File: src/rtl/mem_wb_pipe.sv
// rtl/mem_wb_pipe.sv - parametrised MEM->WB pipeline register with WB mux, forwarding and retire count
module mem_wb_pipe #(
  parameter int DW    = 32,
  parameter int RW    = 5,
  parameter int DEPTH = 1,
  parameter int CNT_W = 32
) (
  input  logic             clk,
  input  logic             rst_n,
  input  logic             mem_valid,
  input  logic [DW-1:0]    mem_alu_res,
  input  logic [DW-1:0]    mem_dm_q,
  input  logic             mem_rf_d_sel,
  input  logic             mem_rf_we,
  input  logic [RW-1:0]    mem_rd,
  input  logic             stall,
  input  logic             flush,
  input  logic [RW-1:0]    id_rs1,
  input  logic [RW-1:0]    id_rs2,
  output logic             wb_valid,
  output logic [DW-1:0]    wb_data,
  output logic [RW-1:0]    wb_rd,
  output logic             wb_we,
  output logic             fwd_a,
  output logic             fwd_b,
  output logic [CNT_W-1:0] retired
);

  generate
    if (DEPTH < 1 || DEPTH > 4) begin : g_bad_depth
      $error("mem_wb_pipe: DEPTH must be in 1..4");
    end
  endgenerate

  typedef struct packed {
    logic [DW-1:0] alu_res;
    logic [DW-1:0] dm_q;
    logic          d_sel;
    logic          we;
    logic [RW-1:0] rd;
  } stage_t;

  logic [DEPTH-1:0] valid_q;
  stage_t           stage_q [DEPTH];
  stage_t           stage_in;

  assign stage_in = '{alu_res: mem_alu_res, dm_q: mem_dm_q, d_sel: mem_rf_d_sel,
                      we: mem_rf_we, rd: mem_rd};

  // Flush only clears valids; payloads are don't-care once their valid is gone.
  always_ff @(posedge clk or negedge rst_n) begin
    if (!rst_n) begin
      valid_q <= '0;
      retired <= '0;
      for (int k = 0; k < DEPTH; k++) begin
        stage_q[k] <= '0;
      end
    end else if (flush) begin
      valid_q <= '0;
    end else if (!stall) begin
      valid_q[0] <= mem_valid;
      stage_q[0] <= stage_in;
      for (int k = 1; k < DEPTH; k++) begin
        valid_q[k] <= valid_q[k-1];
        stage_q[k] <= stage_q[k-1];
      end
      if (valid_q[DEPTH-1]) begin
        retired <= retired + CNT_W'(1);
      end
    end
  end

  assign wb_valid = valid_q[DEPTH-1];
  assign wb_rd    = stage_q[DEPTH-1].rd;
  assign wb_data  = stage_q[DEPTH-1].d_sel ? stage_q[DEPTH-1].dm_q : stage_q[DEPTH-1].alu_res;
  assign wb_we    = wb_valid & stage_q[DEPTH-1].we & (wb_rd != '0);
  assign fwd_a    = wb_we & (id_rs1 == wb_rd);
  assign fwd_b    = wb_we & (id_rs2 == wb_rd);

endmodule

File: config.mk
export PLATFORM = sky130hd
export DESIGN_NAME = mem_wb_pipe
export DESIGN_NICKNAME = d
export VERILOG_FILES = /design/src/rtl/mem_wb_pipe.sv
export SDC_FILE = /design/constraint.sdc
export NUM_CORES = 1
export LEC_CHECK = 0
export ABC_AREA = 0
export BUFFER_PORTS_ARGS = -buffer_cell sky130_fd_sc_hd__buf_2
export CELL_PAD_IN_SITES_DETAIL_PLACEMENT = 2
export CELL_PAD_IN_SITES_GLOBAL_PLACEMENT = 2
export CORE_ASPECT_RATIO = 0.7
export CORE_MARGIN = 2
export CORE_UTILIZATION = 35
export CTS_BUF_LIST = sky130_fd_sc_hd__clkbuf_16
export DETAILED_ROUTE_END_ITERATION = 6
export GPL_TIMING_DRIVEN = 0
export PLACE_DENSITY = 0.89
export SLEW_MARGIN = 20
export SYNTH_ARGS = -nofsm -noshare
export SYNTH_HDL_FRONTEND = slang
export SYNTH_SLANG_ARGS = --single-unit
export TNS_END_PERCENT = 10
File: constraint.sdc
create_clock -name clk -period 2.5 [get_ports clk]
set_input_delay 0.375 -clock clk [delete_from_list [all_inputs] [get_ports clk]]
set_output_delay 0.375 -clock clk [all_outputs]
set_load 0.01 [all_outputs]
==> results.yml <==
outcome:
  outcome: "finished, final reports clean"
sta:
  rsz0062_at_grt: "yes"
  finalCriticalPeriod_ps: 2390
  tightestPinTransition_ps: 688
  drv_slew: 0
  period_share_pct: 95.7
  slew-limit-headroom_pct: 54.1
  hold_viol: 0
  timing.setup.tns_ps: 0
  fin_ws_ps: 106
  finalSetupViolations: 0
  max_freq_ghz: 0.418
  fin_skew_ps: 4.90
yosys:
  synth_top_area_share_pct: 55.3
  seq_area_frac_synth_pct: 55.3
  synth_area_leaders: "dfrtp_1, mux2_2, xnor2_1"
  yosysTopAreaCell: "dfrtp_1"
  yosysUniqueCellTypes: 29
  netlist_area_sq_um: 4700
  synth.avg_cell_area_sq_um: 13.8
  ys_ff_latch: 104
  syn_inst: 340
  syn_nets: 427
  yosysWarnings: 0
route:
  routed_wl_mm: 13.4
  first_iter_violations: 57
  drc: 0
  drtPass1Iterations: 4
  num_vias: 3425
  avgViaCountPerCell: 5.02
  wl_per_cell_um: 19.7
  ant_nets: 0
cts:
  cts-root-buf: "clkbuf_16"
  clk_pin_slew_worst_paths_ps: 70
  cts_setup_buffers: 0
  cts_inserted_buffers: 9
  clock_path_buffers: 2
  clock_latency_ps: 350
  cts.sink_count: 104
  ctsHtreeMaxLevel: 3
  tritoncts: "built"
global_route:
  antenna_found_initial: 1
  grtUsageTotal_pct: 19.6
  overflow: 0
  grt_max_degree: 59
  grt_pass1_vias: 3825
  grt_pass1_wl_mm: 21.6
worst_setup_path:
  slowest_stage: "clkbuf_1"
  worstPathArrival_ps: 2020
  critPathMaxStageDelay_ps: 500
  cp-start-kind: "flop"
  worstSetupPathType: "flop to output port"
  endpoint_kind: "output port"
  critical_path.top_delay_family: "buffers and inverters"
  crit_chain: "clkbuf_1 -> clkbuf_1 -> mux2_2 -> buf_2"
  reg2reg_slack_ps: 670
  crit_buf_inv: 3
  crit_fanout: 10
  worstPathRequired_ps: 2120
  critical_path.most_common_cell: "clkbuf_1"
finish:
  antenna_cells: 0
  design_area_sq_um: 6050
  final_util_pct: 46.0
  drive_above_1_share_pct: 57.4
  area_growth_pct: 28.6
  nets: 598
min_path:
  worstHoldPathType: "input pin to flop"
floorplanning:
  die_y_um: 101
  io_pins: 159
  start_util_pct: 35.8
  die_area_sq_um: 14400
  rows: 35
  core_sq_um: 13100
  die_w_um: 143
run:
  drv_cap: 0
placed_design:
  finalWeightedCongestion: 0.804
  post_dp_cell_area_sq_um: 5730
  post-place-ws_ps: 332
  dp_hpwl_mm: 10.3
  place.port_buffers: 158
power:
  vdd_drop_max_mv: 0.319
  p_per_area_nw_per_um2: 714
  p_leak_uw: 0.00295
[timing repair]
item | CTS | global route
gates resized for setup | 1 | 2
hold buffers | 1 | 0
endpoints found under the setup margin | 10 | 18
hold endpoints to repair | 46 | 0
[registers in the layout (all words and copies together) (netlist names)]
name	cells
wb_valid	1
stage_q	66
retired	32
wb_rd	5
[layout by cell type, fill, tap and decap left out, types with 2 or more instances in the layout]
master,n
buf_2,161
and4_1,4
nand4_1,7
nand2_1,6
and3_1,7
mux2_2,104
nor2_1,5
inv_1,3
clkbuf_2,2
xnor2_1,23
buf_4,5
dfrtp_1,104
clkbuf_1,6
buf_6,2
nor4_1,10
clkbuf_16,9
xor2_1,18
inv_6,4
nand3_1,17
nor3_4,2
[cell families (layout without fill, tap and decap cells)]
| group | count (synthesis) | after routing | share of synthesized area (%) |
|---|---|---|---|
| muxes | 105 | 105 | 25.1 |
| AOI/OAI and AO/OA | 1 | 1 | 0.160 |
| adders and majority gates | 1 | 1 | 0.266 |
| DFF | 104 | 104 | 55.3 |
| and+or+nand+nor | 67 | 67 | 9.13 |
| xor gates and xnor gates | 41 | 41 | 7.64 |
| buffers and inverters | 21 | 197 | 2.34 |
[stage by stage]
step                      hold WS (ps)  cells  total power [uW]
after floorplan                   79.4    340              2510
after global placement             453    664              2840
final                              209    682              4320
after CTS                          200    682              4400
after global routing               217    682              4550
after detailed placement           351    665              2920
[synthesized netlist by cell type]
cell type	number
nor2_2	1
nor3_4	2
nor4_4	1
or4_1	1
clkbuf_1	8
or3b_1	1
nand2_1	6
nand4_2	1
xor2_1	18
nand3_2	1
mux2_2	104
buf_6	1
nor3_1	1
dfrtp_1	104
buf_4	5
nand4_1	7
nor4_1	10
buf_2	4
and4_1	4
and3_1	7
ha_1	1
nand3b_1	1
o211ai_1	1
mux2i_1	1
inv_1	3
nand3_1	17
xnor2_1	23
and2_1	1
nor2_1	5
[worst paths after layout]
check,start,to,depth (start not counted)
hold / removal,flush,wb_valid$_DFFE_PN0P_,2
setup reg to reg,wb_valid$_DFFE_PN0P_,retired[20]$_DFFE_PN0P_,5
hold reg to reg,retired[31]$_DFFE_PN0P_,retired[31]$_DFFE_PN0P_,1
min in group asynchronous,rst_n,retired[29]$_DFFE_PN0P_,2
max in group asynchronous,rst_n,stage_q[67]$_DFFE_PN0N_,3
setup / recovery,stage_q[6]$_DFFE_PN0N_,wb_data[23],4
[per-layer routing]
layer  vias to the layer above  part of all wire [%]  GRT usage (%)
li1                       1556                     -              -
met1                      1754                    41           24.1
met2                       102                    50           33.6
met3                        11                   7.7           6.98
met4                         2                  0.78           4.11
met5                         -                  0.12              0
[final cells by class]
cell class / count / area [sq um]
timing repair buffer: 160 / 835
clock buffer: 9 / 225
clock inverter: 7 / 76.3
fill: 1326 / 7090
tap: 166 / 208
inverter: 3 / 11.3
sequential: 104 / 2600
multi-input combinational: 215 / 1990
buffer: 18 / 101
[power by group]
part / internal [uW] / switching [uW]
clock network: 789 / 664
registers: 1870 / 144
logic: 465 / 385
total: 3130 / 1190
No activity file was read; power rests on OpenSTA's default activity.
